**config.mk**
```make
export PLATFORM = sky130hd
export DESIGN_NAME = id_stage
export DESIGN_NICKNAME = d
export VERILOG_FILES = /design/src/rtl/cpu_pkg.sv /design/src/rtl/id_decoder.sv /design/src/rtl/id_stage.sv
export SDC_FILE = /design/constraint.sdc
export NUM_CORES = 1
export LEC_CHECK = 0
export CAP_MARGIN = 20
export CORE_MARGIN = 3
export CORE_UTILIZATION = 35
export CTS_BUF_LIST = sky130_fd_sc_hd__clkbuf_16
export CTS_CLUSTER_SIZE = 10
export DETAILED_ROUTE_END_ITERATION = 7
export PLACE_DENSITY = 0.66
export SLEW_MARGIN = 5
export SYNTH_ARGS = -nofsm -noshare
export SYNTH_HDL_FRONTEND = slang
export SYNTH_SLANG_ARGS = --single-unit
```
**constraint.sdc**
```tcl
create_clock -name clk -period 3.1 [get_ports clk]
set_clock_uncertainty 0.1 [all_clocks]
set_input_delay 0.465 -clock clk [delete_from_list [all_inputs] [get_ports clk]]
set_output_delay 0.465 -clock clk [all_outputs]
set_load 0.005 [all_outputs]
```
**src/rtl/cpu_pkg.sv**
```systemverilog
// Shared definitions for the 16-bit core: opcodes, field positions,
// decoded-control bundle and the ID/EX pipeline register layout.
package cpu_pkg;

  localparam logic [3:0] OP_NOP  = 4'h0;
  localparam logic [3:0] OP_ADD  = 4'h1;
  localparam logic [3:0] OP_SUB  = 4'h2;
  localparam logic [3:0] OP_AND  = 4'h3;
  localparam logic [3:0] OP_OR   = 4'h4;
  localparam logic [3:0] OP_XOR  = 4'h5;
  localparam logic [3:0] OP_SHL  = 4'h6;
  localparam logic [3:0] OP_SHR  = 4'h7;
  localparam logic [3:0] OP_ADDI = 4'h8;
  localparam logic [3:0] OP_LDI  = 4'h9;
  localparam logic [3:0] OP_LD   = 4'hA;
  localparam logic [3:0] OP_ST   = 4'hB;
  localparam logic [3:0] OP_BEQ  = 4'hC;
  localparam logic [3:0] OP_JMP  = 4'hD;

  localparam int OP_HI  = 15;
  localparam int OP_LO  = 12;
  localparam int RD_HI  = 11;
  localparam int RD_LO  = 8;
  localparam int RS1_HI = 7;
  localparam int RS1_LO = 4;
  localparam int RS2_HI = 3;
  localparam int RS2_LO = 0;

  typedef struct packed {
    logic        reg_write;
    logic        mem_read;
    logic        mem_write;
    logic        illegal;
    logic        use_rs1;
    logic        use_rs2;
    logic [15:0] imm;
  } ctrl_t;

  typedef struct packed {
    logic [3:0]  op;
    logic [3:0]  rd;
    logic [15:0] a;
    logic [15:0] b;
    logic [15:0] imm;
    logic [15:0] pc;
    logic        reg_write;
    logic        mem_read;
    logic        mem_write;
    logic        illegal;
  } id_ex_t;

  function automatic logic [15:0] sext4(input logic [3:0] v);
    return {{12{v[3]}}, v};
  endfunction

endpackage

```
**src/rtl/id_decoder.sv**
```systemverilog
// Combinational instruction decoder: instr_i -> control bundle,
// immediate and register-file read addresses (rs1_o, rs2_o).
module id_decoder
  import cpu_pkg::*;
(
  input  logic [15:0] instr_i,
  output ctrl_t       ctrl_o,
  output logic [3:0]  rs1_o,
  output logic [3:0]  rs2_o
);

  logic [3:0] op;
  logic [3:0] rd;
  logic       is_r;
  ctrl_t      c;

  assign op   = instr_i[OP_HI:OP_LO];
  assign rd   = instr_i[RD_HI:RD_LO];
  assign is_r = op inside {OP_ADD, OP_SUB, OP_AND, OP_OR,
                           OP_XOR, OP_SHL, OP_SHR};

  always_comb begin
    c = '0;
    unique case (1'b1)
      (op == OP_NOP): ;
      is_r: begin
        c.reg_write = 1'b1;
        c.use_rs1   = 1'b1;
        c.use_rs2   = 1'b1;
      end
      (op == OP_ADDI): begin
        c.reg_write = 1'b1;
        c.use_rs1   = 1'b1;
        c.imm       = sext4(instr_i[3:0]);
      end
      (op == OP_LDI): begin
        c.reg_write = 1'b1;
        c.imm       = {8'h00, instr_i[7:0]};
      end
      (op == OP_LD): begin
        c.reg_write = 1'b1;
        c.mem_read  = 1'b1;
        c.use_rs1   = 1'b1;
        c.imm       = sext4(instr_i[3:0]);
      end
      (op == OP_ST): begin
        c.mem_write = 1'b1;
        c.use_rs1   = 1'b1;
        c.use_rs2   = 1'b1;
        c.imm       = sext4(instr_i[3:0]);
      end
      (op == OP_BEQ): begin
        c.use_rs1 = 1'b1;
        c.use_rs2 = 1'b1;
        c.imm     = sext4(rd);
      end
      (op == OP_JMP): begin
        c.imm = {{4{instr_i[11]}}, instr_i[11:0]};
      end
      default: c.illegal = 1'b1;
    endcase
    c.reg_write = c.reg_write & (rd != 4'd0);
  end

  assign ctrl_o = c;
  assign rs1_o  = instr_i[RS1_HI:RS1_LO];
  // Stores read their data register through the second port.
  assign rs2_o  = (op == OP_ST) ? rd : instr_i[RS2_HI:RS2_LO];

endmodule

```
**src/rtl/id_stage.sv**
```systemverilog
// Decode stage: fetch handshake in, register-file read addresses out,
// ID/EX register with pending-load scoreboard and branch flush.
module id_stage
  import cpu_pkg::*;
(
  input  logic        clk,
  input  logic        rst,
  input  logic        if_valid,
  output logic        if_ready,
  input  logic [15:0] if_instr,
  input  logic [15:0] if_pc,
  input  logic        flush,
  output logic [3:0]  rf_rs1,
  output logic [3:0]  rf_rs2,
  input  logic [15:0] rf_rs1_data,
  input  logic [15:0] rf_rs2_data,
  input  logic        wb_load_done,
  input  logic [3:0]  wb_load_rd,
  output logic        ex_valid,
  input  logic        ex_ready,
  output logic [3:0]  ex_op,
  output logic [3:0]  ex_rd,
  output logic [15:0] ex_a,
  output logic [15:0] ex_b,
  output logic [15:0] ex_imm,
  output logic [15:0] ex_pc,
  output logic        ex_reg_write,
  output logic        ex_mem_read,
  output logic        ex_mem_write,
  output logic        ex_illegal
);

  ctrl_t       ctrl;
  logic [3:0]  rs1;
  logic [3:0]  rs2;
  logic [15:0] pend_q, pend_d;
  logic [15:0] clr_mask, set_mask;
  logic [15:0] eff_pend, rd_mask;
  logic        hazard, take, xfer;
  logic        ex_valid_q, ex_valid_d;
  id_ex_t      id_ex_q, id_ex_d;

  id_decoder u_dec (
    .instr_i (if_instr),
    .ctrl_o  (ctrl),
    .rs1_o   (rs1),
    .rs2_o   (rs2)
  );

  assign rf_rs1 = rs1;
  assign rf_rs2 = rs2;

  assign xfer     = ex_valid_q & ex_ready;
  assign clr_mask = wb_load_done ? (16'h1 << wb_load_rd) : 16'h0;
  assign set_mask = (xfer & id_ex_q.mem_read & (id_ex_q.rd != 4'd0))
                  ? (16'h1 << id_ex_q.rd) : 16'h0;
  // Writeback clears apply this cycle; the RF bypass supplies the data.
  assign eff_pend = pend_q & ~clr_mask;
  assign pend_d   = eff_pend | set_mask;

  assign rd_mask = ((ctrl.use_rs1 ? (16'h1 << rs1) : 16'h0)
                 |  (ctrl.use_rs2 ? (16'h1 << rs2) : 16'h0))
                 & 16'hFFFE;
  assign hazard  = if_valid & (|(rd_mask & eff_pend));

  assign if_ready = ~hazard & (~ex_valid_q | ex_ready);
  assign take     = if_valid & if_ready & ~flush;

  always_comb begin
    ex_valid_d = ex_valid_q;
    id_ex_d    = id_ex_q;
    if (~ex_valid_q | ex_ready) ex_valid_d = take;
    if (take) begin
      id_ex_d = '{
        op:        if_instr[OP_HI:OP_LO],
        rd:        if_instr[RD_HI:RD_LO],
        a:         rf_rs1_data,
        b:         rf_rs2_data,
        imm:       ctrl.imm,
        pc:        if_pc,
        reg_write: ctrl.reg_write,
        mem_read:  ctrl.mem_read,
        mem_write: ctrl.mem_write,
        illegal:   ctrl.illegal
      };
    end
    if (flush) ex_valid_d = 1'b0;
  end

  always_ff @(posedge clk or posedge rst) begin
    if (rst) begin
      ex_valid_q <= 1'b0;
      id_ex_q    <= '0;
      pend_q     <= '0;
    end else begin
      ex_valid_q <= ex_valid_d;
      id_ex_q    <= id_ex_d;
      pend_q     <= pend_d;
    end
  end

  assign ex_valid     = ex_valid_q;
  assign ex_op        = id_ex_q.op;
  assign ex_rd        = id_ex_q.rd;
  assign ex_a         = id_ex_q.a;
  assign ex_b         = id_ex_q.b;
  assign ex_imm       = id_ex_q.imm;
  assign ex_pc        = id_ex_q.pc;
  assign ex_reg_write = id_ex_q.reg_write;
  assign ex_mem_read  = id_ex_q.mem_read;
  assign ex_mem_write = id_ex_q.mem_write;
  assign ex_illegal   = id_ex_q.illegal;

endmodule
```
==> results.txt <==
----------------------------------------------------
[Outcome]
  Status ... finished with violations
  Failing checks ... setup timing

[Flow run]
  Max-cap violations ... 0

[Finish]
  Final net count ... 685
  Fraction of layout cells with a size suffix above 1 ... 33.0%
  Multi-input combinational cell area ... 2340 um^2
  Most common cell after layout, fill and taps aside ... clkdlybuf4s50_1
  Highest-count cells in the layout ignoring fill and taps ... clkdlybuf4s50_1, dfrtp_1, buf_4, mux2_4, nand2_1
  Number of diodes ... 0
  Layout overhead on the synthesized area ... 55.5%
  Fillcell total ... 1,053
  Sequential standard cell area ... 2200 um^2

[Critical path]
  Critical path endpoint category ... output port
  Crit-path slowest cell ... or4_4
  Required time reported for the critical path endpoint ... 2530 ps
  Type of element launching the critical path ... input port
  Largest stage delay, worst path ... 560 ps
  Cell chain of the critical path ... buf_6, buf_6, or4_4, and3_4, nand3_4, o32a_1, o22ai_2, nor4_2, nand3_1, a21oi_1, buf_2
  Cell mode on critical path ... buf_6
  Data arrival, critical path ... 2570 ps
  Crit-path leading delay family ... simple AND/OR/NAND/NOR gates
  Highest net fanout along the worst path ... 7
  Worst Path Class, Setup ... in -> out
  Count of buffer and inverter cells on the critical path ... 3

[STA]
  Hold WS ... 399 ps
  Final Hold Fails ... 0
  Tightest Pin Transition ... 622 ps
  Setup TNS Final ... -30.8 ps
  Highest Clock Rate ... 319 MHz
  Setup repair after global routing missed its margin ... yes
  Number of failing setup endpoints in the final timing report ... 1
  Normalized max-slew margin ... 58.5%
  Slew Limit Fails ... 0
  Fin crit period ... 3130 ps
  Setup ws final ... -30.8 ps
  Ratio of final minimum period to clock period ... 101%

[Die]
  Core area ... 12,900 um^2
  Area of the die ... 14,900 um^2
  Starting utilization of the core area ... 36.7%
  Number of ports placed on the die boundary ... 160
  Width of the die ... 122 um
  Die outline height ... 122 um
  # rows ... 41

[Clock network]
  Post-CTS clock slew at the launch and capture registers of the worst setup and hold paths ... 60 ps
  Clock buffer depth ... 2
  Number of buffers created by CTS ... 9
  Total clock sinks ... 88
  Post-CTS Hold Fix Bufs ... 0
  H-tree lvl count ... 3
  Clock root buffer ... clkbuf_16
  TritonCTS clock tree ... built
  Clock insertion delay at the later pin of the skew report ... 350 ps

[Drt]
  Post-Route M1 WL ... 5.92 mm
  Vias per cell ... 5.02
  Wire length after detailed routing ... 13.7 mm
  Iteration count of the initial detailed-routing pass ... 4
  Number of nets with antenna violations after routing ... 0
  Total via count after detailed routing ... 3,958
  Initial drt markers ... 259
  Average wire length per cell after detail routing ... 17.3 um
  Highest metal layer used by the detailed router ... met4
  Number of remaining DRC errors ... 0
  Total length of routed met3 wires ... 940 um
  Total met2 wirelength after detailed routing ... 6.60 mm

[GRT]
  Largest net degree at the start of global routing ... 38
  Number of global-route vias before repair ... 4,159
  Global route total overflow ... 0
  Antenna violations before repair ... 0
  Global-route usage over all layers ... 18.4%
  First-pass GRT wire length ... 21.6 mm

[Power]
  Combinational share of power ... 29.6%
  Worst ir drop on vdd ... 0.277 mV
  Cell Int Power ... 2540 uW
  Static Leak ... 0.00337 uW
  Switching pwr ... 923 uW
  Relative contribution of sequential cells to total power ... 40.9%
  Clock share of power ... 29.5%
  Final total power ... 3470 uW
  Pwr/cell area ... 472 nW/um^2
  Net switching share of the total power ... 26.6%

[Yosys]
  Sequential share of the synthesized area ... 46.6%
  Post-synth cell types ... 57
  Synthesized area ... 4720 um^2
  Post-synthesis net count ... 458
  Gate count of the mapped netlist ... 384
  Fraction of registers with async set/reset ... 100%
  Yosys reg bits ... 88
  Syn avg cell area ... 12.3 um^2
  EDFF count, synth ... 0
  Most used flip-flop cell after synthesis ... dfrtp_1
  Synthesis warning total ... 0

[Placed design]
  Weighted congestion at the end of routability-driven global placement ... 0.879
  Post-DP HPWL ... 10.3 mm
  Port Buf Inserts ... 159

[Min path]
  Worst hold path class ... in -> async

----------------------------------------------------
[what timing repair did]
item / in CTS / in global routing
setup endpoints to repair: 73 / 18
resized for setup: 45 / 15
pin swaps: 7 / 9
setup buffers: 4 / 2
[kinds of logic after synthesis]
| family | synth area share [%] |
|---|---|
| and+or+nand+nor | 12.6 |
| muxes | 23.5 |
| buffers and inverters | 6.49 |
| DFF | 46.6 |
| AOI/OAI and AO/OA | 10.8 |
[flip-flops by register name (all words and copies together), names as in the netlist]
name / count
ex_a: 16
ex_b: 16
ex_pc: 16
pend_q: 15
ex_imm: 12
ex_op: 4
ex_rd: 4
ex_illegal: 1
ex_mem_read: 1
ex_mem_write: 1
ex_reg_write: 1
ex_valid: 1
[metrics by stage]
stage,setup WS (ps),util [%],area (um^2),cells
floorplan,256,-,4720,384
global placement,-789,53.7,6920,766
detailed placement,-842,53.7,6920,766
CTS,15.8,56.6,7280,786
global route,-96.4,57.0,7340,788
finish,-30.8,57.0,7340,788
[cells in the mapped netlist, types with 4 or more instances]
cell	number	area, um^2
clkbuf_1	4	15.0
inv_1	9	33.8
buf_2	6	30.0
dfrtp_1	88	2200
o22ai_1	5	31.3
a21oi_1	9	45.0
nor2_1	10	37.5
or3_1	4	25.0
nor3_1	4	20.0
nor3b_1	6	45.0
nand3_1	7	35.0
nand2_1	34	128
buf_4	8	60.1
mux2i_1	5	50.1
nor2b_1	6	37.5
o31ai_1	5	37.5
buf_12	6	120
mux2_4	66	991
o41ai_1	4	35.0
nand2b_1	9	56.3
o21ai_0	28	140
nand3b_1	5	37.5
[final timing paths]
kind,end,slack (ps),startpoint,depth (start not counted)
min in group clk,ex_op[3],400,ex_op[3],1
hold / removal,ex_pc[3],400,rst,2
max in group asynchronous,pend_q[6],1710,rst,3
setup / recovery,if_ready,-30,if_instr[13],11
hold reg to reg,ex_op[3],400,ex_op[3],1
setup reg to reg,ex_imm[6],630,pend_q[3],10
[power by group through the flow]
stage	clock network, uW	logic [uW]	registers, uW
2_1_floorplan	0	417	1440
3_3_place_gp	0	1000	1430
3_5_place_dp	0	1010	1440
4_1_cts	1050	1030	1420
5_1_grt	1100	1100	1440
6_report	1020	1020	1420
[routing by layer]
| layer | track usage, % | vias to the layer above |
|---|---|---|
| li1 | - | 1856 |
| met1 | 24.2 | 1941 |
| met2 | 29.9 | 147 |
| met3 | 4.22 | 14 |
| met4 | 6.79 | 0 |
| met5 | 0 | - |
[final cells by class]
cell class,instances,share of cell area (%)
inverters,11,0.579
well taps,172,2.93
multi-input cells,257,31.9
flip-flops and latches,88,30.0
repair buffers,244,30.9
clock buffers,9,3.07
clock inverters,7,0.648
[worst reg2reg max path, delay by kind of cell (launching register included)]
family / cells / cell delay [ps]
and+or+nand+nor: 3 / 680
muxes: 1 / 310
DFF: 1 / 380
buffers and inverters: 3 / 560
AOI/OAI and AO/OA: 3 / 330
Note: power is estimated with default switching activity, not from simulation.
